--- src/rtl/reg_file_if.sv ---
// Bus bundle for reg_file: write port plus two read ports.
// The master side is the decode/writeback logic, the slave side is the register file.
`timescale 1ns/1ps
interface reg_file_if #(
    parameter int DATA_W = 8,
    parameter int ADDR_W = 3
);
    logic              RF_w_en;
    logic [ADDR_W-1:0] r_addr_0;
    logic [ADDR_W-1:0] r_addr_1;
    logic [ADDR_W-1:0] w_addr;
    logic [DATA_W-1:0] w_data;
    logic [DATA_W-1:0] o_r_data_0;
    logic [DATA_W-1:0] o_r_data_1;

    modport master (
        output RF_w_en, r_addr_0, r_addr_1, w_addr, w_data,
        input  o_r_data_0, o_r_data_1
    );

    modport slave (
        input  RF_w_en, r_addr_0, r_addr_1, w_addr, w_data,
        output o_r_data_0, o_r_data_1
    );
endinterface

--- src/rtl/reg_file.sv ---
// 8x8 register file: one synchronous write port, two combinational read ports, R0 reads zero.
// Optional macro RF_BYPASS_EN enables write-first forwarding onto the read ports.
`timescale 1ns/1ps
module reg_file #(
    parameter int DATA_W = 8,
    parameter int ADDR_W = 3
) (
    input  logic         clk,
    input  logic         rst,
    reg_file_if.slave    rf
);
    localparam int NUM_REGS = 2 ** ADDR_W;

    logic [DATA_W-1:0] regs_r [NUM_REGS];
    logic              wr_valid_s;
    logic              hit_0_s;
    logic              hit_1_s;
    logic [DATA_W-1:0] r_data_0_s;
    logic [DATA_W-1:0] r_data_1_s;

    // Resolves one read port; address 0 is never backed by storage.
    function automatic logic [DATA_W-1:0] select_read(
        input logic [ADDR_W-1:0] addr,
        input logic [DATA_W-1:0] stored,
        input logic              hit,
        input logic [DATA_W-1:0] fwd_data
    );
        logic [DATA_W-1:0] val;
        if (addr == {ADDR_W{1'b0}}) begin
            val = {DATA_W{1'b0}};
        end else if (hit) begin
            val = fwd_data;
        end else begin
            val = stored;
        end
        return val;
    endfunction

    // Qualify the write: reset and writes to R0 are both discarded.
    always_comb begin
        wr_valid_s = 1'b0;
        if (!rst && rf.RF_w_en && (rf.w_addr != {ADDR_W{1'b0}})) begin
            wr_valid_s = 1'b1;
        end else begin
            wr_valid_s = 1'b0;
        end
    end

    // Storage update; reset clears every entry asynchronously.
    always_ff @(posedge clk or posedge rst) begin
        if (rst) begin
            for (int i = 0; i < NUM_REGS; i++) begin
                regs_r[i] <= {DATA_W{1'b0}};
            end
        end else if (wr_valid_s) begin
            regs_r[rf.w_addr] <= rf.w_data;
        end
    end

    // Forwarding hit detection for each read port.
    always_comb begin
        hit_0_s = 1'b0;
        hit_1_s = 1'b0;
`ifdef RF_BYPASS_EN
        if (wr_valid_s && (rf.r_addr_0 == rf.w_addr)) begin
            hit_0_s = 1'b1;
        end else begin
            hit_0_s = 1'b0;
        end
        if (wr_valid_s && (rf.r_addr_1 == rf.w_addr)) begin
            hit_1_s = 1'b1;
        end else begin
            hit_1_s = 1'b0;
        end
`else
        hit_0_s = 1'b0;
        hit_1_s = 1'b0;
`endif
    end

    // Read ports; forced to zero while reset is held so no stale data leaks out.
    always_comb begin
        r_data_0_s = {DATA_W{1'b0}};
        r_data_1_s = {DATA_W{1'b0}};
        if (rst) begin
            r_data_0_s = {DATA_W{1'b0}};
            r_data_1_s = {DATA_W{1'b0}};
        end else begin
            r_data_0_s = select_read(rf.r_addr_0, regs_r[rf.r_addr_0], hit_0_s, rf.w_data);
            r_data_1_s = select_read(rf.r_addr_1, regs_r[rf.r_addr_1], hit_1_s, rf.w_data);
        end
    end

    assign rf.o_r_data_0 = r_data_0_s;
    assign rf.o_r_data_1 = r_data_1_s;
endmodule

--- src/flat_wrapper.sv ---
// flat-port wrapper written by rule: the top's interface ports become plain ports
module reg_file_flat 
#(
    parameter int DATA_W = 8,
    parameter int ADDR_W = 3
)
  (clk, rst, rf_RF_w_en, rf_r_addr_0, rf_r_addr_1, rf_w_addr, rf_w_data, rf_o_r_data_0, rf_o_r_data_1);
  reg_file_if #(.DATA_W(DATA_W), .ADDR_W(ADDR_W)) rf_i ();
  input  logic clk;
  input  logic rst;
  input wire logic [$bits(rf_i.RF_w_en)-1:0] rf_RF_w_en;
  input wire logic [$bits(rf_i.r_addr_0)-1:0] rf_r_addr_0;
  input wire logic [$bits(rf_i.r_addr_1)-1:0] rf_r_addr_1;
  input wire logic [$bits(rf_i.w_addr)-1:0] rf_w_addr;
  input wire logic [$bits(rf_i.w_data)-1:0] rf_w_data;
  output wire logic [$bits(rf_i.o_r_data_0)-1:0] rf_o_r_data_0;
  output wire logic [$bits(rf_i.o_r_data_1)-1:0] rf_o_r_data_1;
  assign rf_i.RF_w_en = rf_RF_w_en;
  assign rf_i.r_addr_0 = rf_r_addr_0;
  assign rf_i.r_addr_1 = rf_r_addr_1;
  assign rf_i.w_addr = rf_w_addr;
  assign rf_i.w_data = rf_w_data;
  assign rf_o_r_data_0 = rf_i.o_r_data_0;
  assign rf_o_r_data_1 = rf_i.o_r_data_1;
  reg_file #(.DATA_W(DATA_W), .ADDR_W(ADDR_W)) u_core (.clk(clk), .rst(rst), .rf(rf_i));
endmodule
--- config.mk ---
export PLATFORM = sky130hd
export DESIGN_NAME = reg_file_flat
export DESIGN_NICKNAME = d
export VERILOG_FILES = /design/src/rtl/reg_file_if.sv /design/src/rtl/reg_file.sv /design/src/flat_wrapper.sv
export SDC_FILE = /design/constraint.sdc
export NUM_CORES = 1
export LEC_CHECK = 0
export ABC_AREA = 1
export BUFFER_PORTS_ARGS = -buffer_cell sky130_fd_sc_hd__buf_2
export CAP_MARGIN = 20
export CORE_MARGIN = 2
export CORE_UTILIZATION = 35
export DETAILED_ROUTE_END_ITERATION = 16
export GPL_TIMING_DRIVEN = 0
export SLEW_MARGIN = 20
export SYNTH_ARGS = -nofsm -noshare
export SYNTH_HDL_FRONTEND = slang
export SYNTH_SLANG_ARGS = --single-unit
--- constraint.sdc ---
create_clock -name clk -period 6.4 [get_ports clk]
set_input_delay 1.28 -clock clk [delete_from_list [all_inputs] [get_ports clk]]
set_output_delay 1.28 -clock clk [all_outputs]
set_load 0.02 [all_outputs]
== Word-level counts from Yosys, hierarchy flattened ==
Cells that the tools add are included.

* Order comparisons: 4
* Mux-type cells: 14
* Bitwise operators: 3
* Reduce and logical (&&, ||, !) cells: 7

{| class="wikitable"
|+ Operators by type and width
! cell !! number
|-
| two-way mux 8 bit || 9
|-
| bitwise mux 64 bit || 1
|-
| binary-select mux 8 bit (select 3 bit) || 2
|-
| demux 8 bit (select 3 bit) || 1
|-
| >= comparator 4 bit, second input constant || 3
|-
| NOT 3 -> 4 bit || 3
|-
| logical NOT 3 bit || 2
|-
| less-than comparator 4 x 1 -> 1 bit, second input constant || 1
|-
| logical AND 1 bit || 3
|-
| nonzero test 3 bit || 1
|-
| logical NOT 1 bit || 1
|-
| two-way mux 1 bit || 1
|}

* Register bits: 64
* Input bits: 20
* Word-level logic and storage cells: 36

== Longest topological paths before layout ==
Gate-level depths: netlist of the first run.

* Depth after elaboration: 6
* Depth in mapped cells: 8

== Worst setup path before layout of the first run ==
Ideal clock, no wire load.

* Kind: input to output
* From: input port rst
* To: output port rf_o_r_data_0[1]
* Arrival: 3.685 ns
* Data required time: 5.120 ns
* Slack: 1.435 ns
* Stages on the path: 4
* Path through: inv_2 -> clkbuf_1 -> nand2_1 -> nor2_1

* Longest elaborated chain between the ends: 1

{| class="wikitable"
|+ RTL lines
! item !! line !! RTL
|-
| from (decl) || flat_wrapper.sv:10 || <nowiki>input logic rst;</nowiki>
|-
| two-way mux 8 bit || reg_file.sv:85 || <nowiki>if (rst) begin</nowiki>
|-
| to (decl) || flat_wrapper.sv:16 || <nowiki>output wire logic [$bits(rf_i.o_r_data_0)-1:0] rf_o_r_data_0;</nowiki>
|}

Every way passes these cells.

== Worst setup path in the final report of the first run ==
* From: input port rf_r_addr_1[1]
* To: output port rf_o_r_data_1[1]

* Longest elaborated chain between the ends: 6
* Elaborated cells on any way between the ends: 7
* Those cells by class: 5 x mux; 1 x bitwise; 1 x reduce/logical

{| class="wikitable"
|+ RTL lines
! item !! line !! RTL
|-
| from (decl) || flat_wrapper.sv:13 || <nowiki>input wire logic [$bits(rf_i.r_addr_1)-1:0] rf_r_addr_1;</nowiki>
|-
| NOT 3 -> 4 bit (implied by the code) || reg_file.sv:90 || <nowiki>r_data_1_s = select_read(rf.r_addr_1, regs_r[rf.r_addr_1], hit_1_s, rf.w_data);</nowiki>
|-
| binary-select mux 8 bit (select 3 bit) || reg_file.sv:90 ||
|-
| two-way mux 8 bit (implied by the code) (2 in series) || reg_file.sv:90 ||
|-
| two-way mux 8 bit (*) || reg_file.sv:29 || <nowiki>if (addr == {ADDR_W{1'b0}}) begin</nowiki>
|-
| two-way mux 8 bit (*) || reg_file.sv:85 ||
|-
| to (decl) || flat_wrapper.sv:17 || <nowiki>output wire logic [$bits(rf_i.o_r_data_1)-1:0] rf_o_r_data_1;</nowiki>
|}

Every way passes the cells marked *; elsewhere a longest branch is shown, timed or not. The select of a mux whose other input is x is not followed.

==> results of run 1 <==
==> power by group <==
| part | internal (mW) | switching, mW |
|---|---|---|
| registers | 0.432 | 0.0533 |
| clock network | 0.0869 | 0.123 |
| logic | 0.0904 | 0.163 |
| total | 0.610 | 0.339 |
==> synthesized netlist by cell type (all sizes together) <==
master,number,area share
dfrtp,56,0.42
buf,12,0.025
nor2,48,0.055
clkinv,1,0.0011
nand2,113,0.13
nor3,4,0.020
o21ai,79,0.12
a21oi,42,0.064
inv,45,0.052
clkbuf,16,0.018
nand3,41,0.070
a31oi,9,0.017
==> area by class of cell <==
class	count	area, sq um
Buffer	28	145
Sequential cell	56	1400
Fill cell	1013	5470
Timing Repair Buffer	33	188
Tap cell	111	139
Clock inverter	2	10.0
Multi-Input combinational cell	336	1590
Inverter	46	175
Clock buffer	6	82.6
==> routing by layer <==
metal  vias up  part of all wire  global-route usage
met5         -                 0                   0
met4         0             0.037              0.0936
met3        26             0.078              0.0338
met2       168              0.43               0.336
met1      1592              0.45               0.327
li1       1598                 -                   -
==> cell families after synthesis <==
kind of cell,Yosys count
AO/OA/AOI/OAI,130
flip-flops,56
AND/OR/NAND/NOR,206
buffers and inverters,74
==> critical path, delay by kind of cell <==
| family | cells | cell delay (ps) |
|---|---|---|
| buffers and inverters | 4 | 1000 |
| AOI/OAI and AO/OA | 2 | 370 |
| and+or+nand+nor | 2 | 170 |
==> per-stage QoR <==
step,util,area [sq um],instances,power (mW),hold slack (ps)
after global placement,0.392,3600,609,0.731,473
after floorplan,-,3300,466,0.658,453
after CTS,0.405,3730,618,0.946,499
final,0.405,3730,618,0.949,498
after global routing,0.405,3730,618,1.01,518
after detailed placement,0.395,3630,610,0.742,474
==> final timing paths <==
check                                         startpoint                            end  slack [ps]  cells past startpoint
max in group asynchronous                            rst  u_core.regs_r[40]$_DFFE_PP0P_        4720                      4
max                                       rf_r_addr_1[1]               rf_o_r_data_1[1]        2290                      8
min in group asynchronous                            rst  u_core.regs_r[39]$_DFFE_PP0P_        1170                      3
min                        u_core.regs_r[41]$_DFFE_PP0P_  u_core.regs_r[41]$_DFFE_PP0P_         500                      2
max reg2reg                u_core.regs_r[23]$_DFFE_PP0P_  u_core.regs_r[23]$_DFFE_PP0P_        5690                      2
min reg2reg                u_core.regs_r[41]$_DFFE_PP0P_  u_core.regs_r[41]$_DFFE_PP0P_         500                      2
==> reports/results.tsv, run 1 <==
stage	metric	value	unit
run_status	status	completed	
clock_tree	cts-root-buf	clkbuf_8	
global_route	grt_pass1_wl	17400	um
setup_path	path_cells	buf_2 -> inv_1 -> clkbuf_1 -> o21ai_0 -> a21oi_1 -> nor2_1 -> nor2_1 -> buf_2	
route	drtIter0Drc	269	
floorplanning	fp.dieW	101	um
setup_path	cpMaxStageDelayCell	clkbuf_1	
layout	largest_register_ffs	56	
sta	worst_pin_slew	663	ps
sta	setup_viol	0	
route	drt_first_pass_iters	5	
global_route	overflow	0	
sta	maxSlewViolCount	0	
logic_synthesis	synthMuxAreaShare	0	
layout	final_common_cell	nand2_1	
clock_tree	clk_latency	310	ps
logic_synthesis	ys_seq_area_frac	0.424	
setup_path	required	5120	ps
layout	reg.largest.list	u_core.regs_r x56	
route	vias	3384	
placed_design	hpwlAfterDp	7700	um
route	viasPerCell	5.48	
floorplanning	core-area	0.00920	sq mm
sta	rsz0062_at_grt	no	
sta	fin_crit	4110	ps
global_route	grt_antenna_before_repair	0	
layout	regMostFlops	u_core.regs_r	
placed_design	dpl_worst_slack	2350	ps
layout	n_antenna_cell	0	
logic_synthesis	syn_area	0.00330	sq mm
logic_synthesis	synth_compound_area_frac	0.205	
route	antenna_left	0	
global_route	track_usage	0.225	
logic_synthesis	synth_top_family_by_area	simple AND/OR/NAND/NOR gates	
setup_path	worstPathMaxFanout	10	
logic_synthesis	syn-num-nets	486	
clock_tree	clk_pin_slew_worst_paths	100	ps
clock_tree	htree_levels	2	
floorplanning	initial_utilization	0.359	
setup_path	critPathArrivalTime	2830	ps
sta	fmax	244	MHz
setup_path	cp-start-kind	primary input	
layout	layout_common_cells	nand2_1, o21ai_0, dfrtp_1, nor2_1	
route	wl_per_cell	18.1	um
clock_tree	cts_hold_buf	0	
route	drc	0	
logic_synthesis	synthSimpleGateAreaFrac	0.275	
setup_path	path_class	in2out	
sta	slew_headroom	0.558	
floorplanning	die_h	101	um
logic_synthesis	synthCells	466	
floorplanning	die_area	0.0102	sq mm
route	wl	11200	um
layout	nets	526	
logic_synthesis	yosys_warnings	0	
global_route	grt_max_degree	50	
global_route	grt_pass1_vias	3151	
sta	finalCritPeriodShare	0.641	
floorplanning	ios	36	
clock_tree	cts_tree	built	
setup_path	crit_path_max_incr_delay	510	ps
logic_synthesis	synthAdderAreaFrac	0	
placed_design	portBuffers	32	
min_path	hold_path.class	reg2reg	
layout	layout-drive-gt1-share	0.142	
logic_synthesis	ys_ff_latch	56	
sta	finalSetupTns	0	ps
clock_tree	post_cts_buffers	0	
clock_tree	clockBufferDepth	2	
power	powerDensity	255	mW/mm^2
layout	syn_to_final_growth	12.8	%
clock_tree	numCtsBuffers	5	
sta	fin_ws	2290	ps
logic_synthesis	ys_types	22	
sta	hold_viol_final	0	
floorplanning	rows	35	
job	cap_violations	0	
sta	skew	0	ps
power	irDropWorstVdd	0.0000892	V
clock_tree	cts_resized	0	
clock_tree	cts.sinks	56	
logic_synthesis	synth_area_per_cell	7.09	sq um
power	leakage	1.81	nW
setup_path	end_kind	output pin	
logic_synthesis	synthXorXnorAreaFrac	0	
placed_design	place.gp.congestion	0.918	
(Power assumes the default switching activity.)
==> inputs of run 2 (changes only) <==
- ABC_AREA: 1 -> 0
- clock period: 6.4 -> 3.3 ns (I/O delays scaled with it)
==> reports/results.tsv, run 2 <==
stage	metric	value	unit	change
sta	skew	0	ps	unchanged
power	leakage	1.49	nW	was 1.81 nW
placed_design	dpl_worst_slack	319	ps	was 2350 ps
logic_synthesis	ys_ff_latch	56		unchanged
global_route	grt_pass1_wl	13100	um	was 17400 um
sta	finalCritPeriodShare	0.899		
setup_path	path_class	in2out		unchanged
global_route	overflow	0		unchanged
layout	layout_common_cells	mux2_2, dfrtp_1, buf_2, nor2b_1, a221oi_1		was nand2_1, o21ai_0, dfrtp_1, nor2_1
placed_design	hpwlAfterDp	5540	um	was 7700 um
logic_synthesis	synth.top_cells.by_count	mux2_2, dfrtp_1, nor2b_1		was nand2_1, o21ai_0, dfrtp_1
floorplanning	die_area	0.00966	sq mm	was 0.0102 sq mm
clock_tree	htree_levels	2		unchanged
min_path	hold_path.class	in2async		was reg2reg
power	powerDensity	552	mW/mm^2	was 255 mW/mm^2
logic_synthesis	synth_area_per_cell	13.4	sq um	was 7.09 sq um
clock_tree	numCtsBuffers	5		unchanged
power	netSwitchingPower	0.549	mW	was 0.339 mW
sta	finalSetupTns	0	ps	unchanged
layout	fill_cells	828		was 1013
logic_synthesis	synth-edff-count	0		unchanged
logic_synthesis	ys_async_sr_fraction	1.00		unchanged
layout	regMostFlops	u_core.regs_r		unchanged
route	viasPerCell	5.81		was 5.48
clock_tree	cts_hold_buf	0		unchanged
sta	slew_headroom	0.487		was 0.558
route	wl_per_cell	21.6	um	was 18.1 um
route	drtIter0Drc	111		was 269
logic_synthesis	ys_seq_area_frac	0.450		was 0.424
clock_tree	clk_pin_slew_worst_paths	110	ps	was 100 ps
layout	final_common_cell	mux2_2		was nand2_1
setup_path	path_cells	buf_2 -> buf_2 -> and2b_1 -> a221oi_1 -> nor3_1 -> buf_2		was buf_2 -> inv_1 -> clkbuf_1 -> o21ai_0 -> a21oi_1 -> nor2_1 -> nor2_1 -> buf_2
power	p_clk_frac	0.255		was 0.221
power	swShare	0.281		was 0.357
layout	layout-drive-gt1-share	0.507		was 0.142
setup_path	path_common_cell	buf_2		
global_route	grt_max_degree	35		was 50
route	drc	0		unchanged
logic_synthesis	synth_compound_area_frac	0.0676		was 0.205
logic_synthesis	netlist_top_cells_area	dfrtp_1, mux2_2, mux4_2, a221oi_1, nor2b_1		was dfrtp_1, nand2_1, o21ai_0, a21oi_1, nand3_1
setup_path	cpMaxStageDelayCell	and2b_1		was clkbuf_1
logic_synthesis	ys_types	26		was 22
logic_synthesis	synth_top_area_frac	0.450		was 0.424
placed_design	portBuffers	28		was 32
clock_tree	cts.sinks	56		unchanged
clock_tree	cts_resized	0		unchanged
route	vias	2197		was 3384
sta	worst_pin_slew	764	ps	was 663 ps
layout	syn_to_final_growth	13.7	%	was 12.8%
sta	setup_viol	0		unchanged
floorplanning	rows	34		was 35
layout	largest_register_ffs	56		unchanged
sta	rsz0062_at_grt	no		unchanged
setup_path	crit_path_max_incr_delay	390	ps	was 510 ps
job	cap_violations	0		unchanged
floorplanning	initial_utilization	0.359		about the same
setup_path	required	2640	ps	was 5120 ps
layout	final_area	0.00354	sq mm	was 0.00373 sq mm
layout	stdcell_count	378		was 618
placed_design	postPlaceCellArea	0.00341	sq mm	was 0.00363 sq mm
setup_path	end_kind	output pin		unchanged
logic_synthesis	synthSimpleGateAreaFrac	0.0917		was 0.275
logic_synthesis	synthCells	233		was 466
logic_synthesis	synthAdderAreaFrac	0		unchanged
power	p_seq_frac	0.494		was 0.512
global_route	grt_pass1_vias	2320		was 3151
floorplanning	fp.dieW	98.3	um	was 101 um
setup_path	critPathArrivalTime	2310	ps	was 2830 ps
floorplanning	core-area	0.00868	sq mm	was 0.00920 sq mm
sta	hold_viol_final	0		unchanged
clock_tree	clockBufferDepth	2		unchanged
setup_path	cp-start-kind	primary input		unchanged
sta	fmax	337	MHz	
sta	fin_ws	332	ps	was 2290 ps
logic_synthesis	syn_area	0.00311	sq mm	was 0.00330 sq mm
layout	fin_util	0.408		was 0.405
placed_design	dp.cells	370		was 610
floorplanning	die_h	98.3	um	was 101 um
route	antenna_left	0		unchanged
clock_tree	clk_latency	300	ps	was 310 ps
logic_synthesis	syn-num-nets	253		was 486
placed_design	place.gp.congestion	0.824		was 0.918
layout	nets	289		was 526
logic_synthesis	synth.most_common_cell	mux2_2		was nand2_1
route	drt_first_pass_iters	4		was 5
logic_synthesis	synthMuxAreaShare	0.360		was 0
global_route	grt_antenna_before_repair	0		unchanged
sta	fin_crit	2970	ps	
sta	maxSlewViolCount	0		unchanged
floorplanning	ios	36		unchanged
layout	n_antenna_cell	0		unchanged
route	wl	8160	um	was 11200 um
layout	reg.largest.list	u_core.regs_r x56		unchanged
logic_synthesis	synthXorXnorAreaFrac	0		unchanged
global_route	track_usage	0.175		was 0.225
logic_synthesis	yosys_warnings	0		unchanged
logic_synthesis	yosys_most_used_dff	dfrtp_1		unchanged
power	internal_power	1.40	mW	was 0.610 mW
logic_synthesis	synth_top_family_by_area	multiplexers		was simple AND/OR/NAND/NOR gates
power	comb_power_share	0.251		was 0.267
run_status	status	completed		unchanged
logic_synthesis	synth_top_area_cell	dfrtp_1		unchanged
power	irDropWorstVdd	0.000216	V	was 0.0000892 V
clock_tree	post_cts_buffers	0		unchanged
setup_path	worstPathMaxFanout	10		unchanged
clock_tree	cts_tree	built		unchanged
clock_tree	cts-root-buf	clkbuf_8		unchanged
[run 2: cell count changes after synthesis, moves of 10 or more]
cell	change
nand3_1	-35
o21ai_0	-70
inv_1	-39
a21oi_1	-42
a221oi_1	+14
nor2b_1	+18
mux4_2	+12
nor2_1	-46
clkbuf_1	-13
mux2_2	+72
nor3_1	+10
nand2_1	-106
[run 2: layer usage]
| metal | up-vias | global-route usage | wire length [um] |
|---|---|---|---|
| li1 | 981 | - | - |
| met1 | 1138 | 0.236 | 3530 |
| met2 | 67 | 0.290 | 3960 |
| met3 | 11 | 0.0351 | 507 |
| met4 | 0 | 0.0453 | 157 |
| met5 | - | 0 | 0 |
[run 2: critical path: cells and delay by family]
| kind | cells | cell delay, ps |
|---|---|---|
| AOI/OAI and AO/OA | 1 | 150 |
| buffers and inverters | 3 | 850 |
| and+or+nand+nor | 2 | 650 |
[run 2: area by class of cell]
| class | count | area, sq um | share of cell area |
|---|---|---|---|
| plain buffers | 15 | 82.6 | 0.0233 |
| clock buffers | 7 | 96.3 | 0.0272 |
| clock inverters | 1 | 30.0 | 0.00849 |
| inverters | 3 | 15.0 | 0.00424 |
| multi-input cells | 159 | 1620 | 0.457 |
| flip-flops and latches | 56 | 1400 | 0.396 |
| well taps | 108 | 135 | 0.0382 |
| repair buffers | 29 | 160 | 0.0453 |
[run 2: power by group through the flow]
stage          Clock (mW)  Combinational, mW  Sequential (mW)
3_3_place_gp            0              0.480            0.966
5_1_grt             0.534              0.537            0.986
3_5_place_dp            0              0.495            0.975
4_1_cts             0.502              0.496            0.961
2_1_floorplan           0              0.395            0.933
6_report            0.497              0.490            0.964
[run 2: stage by stage]
step	hold WS, ps	power (mW)
5_1_grt	463	2.06
3_5_place_dp	514	1.47
4_1_cts	443	1.96
2_1_floorplan	488	1.33
6_report	419	1.95
3_3_place_gp	502	1.45
[run 2: cells by family (layout without fill, tap and decap cells)]
kind of cell / after synthesis / in the layout
AO/OA/AOI/OAI: 26 / 26
buffers and inverters: 18 / 55
AND/OR/NAND/NOR: 45 / 45
multiplexers: 88 / 88
flip-flops: 56 / 56
[run 2: worst paths after layout]
path,slack (ps),startpoint,to,cells past startpoint
max,330,rf_r_addr_1[1],rf_o_r_data_1[2],6
max reg2reg,2500,u_core.regs_r[10]$_DFFE_PP0P_,u_core.regs_r[10]$_DFFE_PP0P_,1
max in group asynchronous,2310,rst,u_core.regs_r[50]$_DFFE_PP0P_,3
min reg2reg,530,u_core.regs_r[23]$_DFFE_PP0P_,u_core.regs_r[23]$_DFFE_PP0P_,1
min,420,rst,u_core.regs_r[54]$_DFFE_PP0P_,2
min in group clk,530,u_core.regs_r[23]$_DFFE_PP0P_,u_core.regs_r[23]$_DFFE_PP0P_,1
==> inputs of run 3 (changes only) <==
- CORE_UTILIZATION: 35 -> 52
- PLACE_DENSITY: default -> 0.75
==> reports/results.tsv, run 3 (synthesis gave the netlist of run 2 again) <==
stage	metric	value	unit	change
setup_path	critPathArrivalTime	2300	ps	was 2310 ps
setup_path	crit_path_max_incr_delay	530	ps	was 390 ps
clock_tree	clk_pin_slew_worst_paths	100	ps	was 110 ps
layout	final_common_cell	mux2_2		unchanged
floorplanning	ios	36		unchanged
route	antenna_left	0		unchanged
global_route	grt_pass1_vias	2253		was 2320
sta	slew_headroom	0.504		was 0.487
route	vias	2178		was 2197
floorplanning	fp.dieW	81.4	um	was 98.3 um
placed_design	hpwlAfterDp	4980	um	was 5540 um
power	leakage	1.47	nW	was 1.49 nW
route	wl_per_cell	22.1	um	was 21.6 um
sta	rsz0062_at_grt	no		unchanged
clock_tree	post_cts_buffers	0		unchanged
route	drc	0		unchanged
global_route	grt_antenna_before_repair	0		unchanged
sta	maxSlewViolCount	0		unchanged
global_route	overflow	0		unchanged
min_path	hold_path.class	in2async		unchanged
route	wl	7620	um	was 8160 um
sta	fin_crit	2960	ps	was 2970 ps
floorplanning	core-area	0.00585	sq mm	was 0.00868 sq mm
floorplanning	rows	28		was 34
sta	fmax	338	MHz	was 337 MHz
route	drtIter0Drc	213		was 111
clock_tree	htree_levels	2		unchanged
sta	worst_pin_slew	739	ps	was 764 ps
sta	skew	0	ps	unchanged
layout	layout_common_cells	mux2_2, dfrtp_1, buf_2, nor2b_1, a221oi_1		unchanged
power	p_clk_frac	0.214		was 0.255
setup_path	path_buf_inv	3		unchanged
floorplanning	die_h	81.4	um	was 98.3 um
setup_path	path_cells	buf_2 -> buf_2 -> nor2b_1 -> a221oi_1 -> nor3_1 -> buf_2		was buf_2 -> buf_2 -> and2b_1 -> a221oi_1 -> nor3_1 -> buf_2
sta	finalSetupTns	0	ps	unchanged
setup_path	cp-start-kind	primary input		unchanged
placed_design	portBuffers	28		unchanged
run_status	status	completed		unchanged
setup_path	worstPathMaxFanout	10		unchanged
placed_design	postPlaceCellArea	0.00337	sq mm	was 0.00341 sq mm
sta	fin_ws	338	ps	was 332 ps
route	viasPerCell	6.31		was 5.81
layout	largest_register_ffs	56		unchanged
global_route	grt_max_degree	31		was 35
layout	final_area	0.00346	sq mm	was 0.00354 sq mm
power	p_seq_frac	0.521		was 0.494
global_route	grt_pass1_wl	11800	um	was 13100 um
clock_tree	clk_latency	310	ps	was 300 ps
layout	nets	289		unchanged
setup_path	cp.depth	6		unchanged
floorplanning	initial_utilization	0.532		was 0.359
setup_path	ff2ff_path_depth	1		unchanged
job	cap_violations	0		unchanged
power	netSwitchingPower	0.541	mW	was 0.549 mW
setup_path	cp_top_family	simple AND/OR/NAND/NOR gates		was buffers and inverters
global_route	track_usage	0.244		was 0.175
setup_path	required	2640	ps	about the same
layout	layout-drive-gt1-share	0.500		was 0.507
setup_path	end_kind	output pin		unchanged
layout	stdcell_count	345		was 378
route	drt_first_pass_iters	4		unchanged
clock_tree	cts_hold_buf	0		unchanged
setup_path	path_class	in2out		unchanged
power	powerDensity	534	mW/mm^2	was 552 mW/mm^2
sta	hold_viol_final	0		unchanged
setup_path	cpMaxStageDelayCell	nor2b_1		was and2b_1
layout	reg.largest.list	u_core.regs_r x56		unchanged
setup_path	path_common_cell	buf_2		unchanged
power	swShare	0.293		was 0.281
clock_tree	numCtsBuffers	5		unchanged
clock_tree	cts_resized	0		unchanged
placed_design	dpl_worst_slack	393	ps	was 319 ps
sta	finalCritPeriodShare	0.898		was 0.899
clock_tree	cts_tree	built		unchanged
layout	n_antenna_cell	0		unchanged
placed_design	dp.cells	337		was 370
clock_tree	cts-root-buf	clkbuf_8		unchanged
clock_tree	clockBufferDepth	2		unchanged
layout	fill_cells	510		was 828
sta	setup_viol	0		unchanged
placed_design	place.gp.congestion	0.828		was 0.824
power	irDropWorstVdd	0.000263	V	was 0.000216 V
layout	syn_to_final_growth	11.2	%	was 13.7%
floorplanning	die_area	0.00662	sq mm	was 0.00966 sq mm
power	comb_power_share	0.265		was 0.251
power	internal_power	1.31	mW	was 1.40 mW
layout	regMostFlops	u_core.regs_r		unchanged
clock_tree	cts.sinks	56		unchanged
[run 3: cell count changes in the layout (fill, tap and decap cells not counted)]
cell,delta
bufinv_16,-1
clkbuf_8,-1
clkbuf_1,+2
[run 3: cell type report]
cell class / instances / area [sq um] / area share
multi-input combinational: 159 / 1620 / 0.467
sequential: 56 / 1400 / 0.405
timing repair buffer: 29 / 160 / 0.0463
tap: 75 / 93.8 / 0.0271
clock buffer: 8 / 90.1 / 0.0260
buffer: 15 / 82.6 / 0.0239
inverter: 3 / 15.0 / 0.00434
[run 3: worst paths after layout]
kind | startpoint | to | slack (ps)
setup / recovery | rf_r_addr_0[1] | rf_o_r_data_0[1] | 340
hold / removal | rst | u_core.regs_r[54]$_DFFE_PP0P_ | 450
setup reg to reg | u_core.regs_r[44]$_DFFE_PP0P_ | u_core.regs_r[44]$_DFFE_PP0P_ | 2500
hold reg to reg | u_core.regs_r[11]$_DFFE_PP0P_ | u_core.regs_r[11]$_DFFE_PP0P_ | 530
max in group asynchronous | rst | u_core.regs_r[49]$_DFFE_PP0P_ | 2290
min in group clk | u_core.regs_r[11]$_DFFE_PP0P_ | u_core.regs_r[11]$_DFFE_PP0P_ | 530
[run 3: layer usage]
metal | up-vias | GRT usage | wire (um)
li1 | 970 | - | -
met1 | 1116 | 0.325 | 3290
met2 | 78 | 0.400 | 3760
met3 | 14 | 0.0533 | 436
met4 | 0 | 0.0746 | 128
met5 | - | 0 | 0
[run 3: metrics by stage]
| stage | power (mW) | hold WS [ps] | util |
|---|---|---|---|
| floorplan | 1.33 | 488 | - |
| global placement | 1.43 | 502 | 0.572 |
| detailed placement | 1.46 | 515 | 0.576 |
| CTS | 1.85 | 462 | 0.591 |
| global route | 1.94 | 490 | 0.591 |
| finish | 1.85 | 447 | 0.591 |
[run 3: power groups by stage]
stage               combinational [mW]  sequential [mW]  clock (mW)
detailed placement               0.489            0.972           0
global route                     0.532            0.983       0.422
finish                           0.490            0.962       0.395
CTS                              0.491            0.957       0.399
global placement                 0.472            0.962           0
floorplan                        0.395            0.933           0
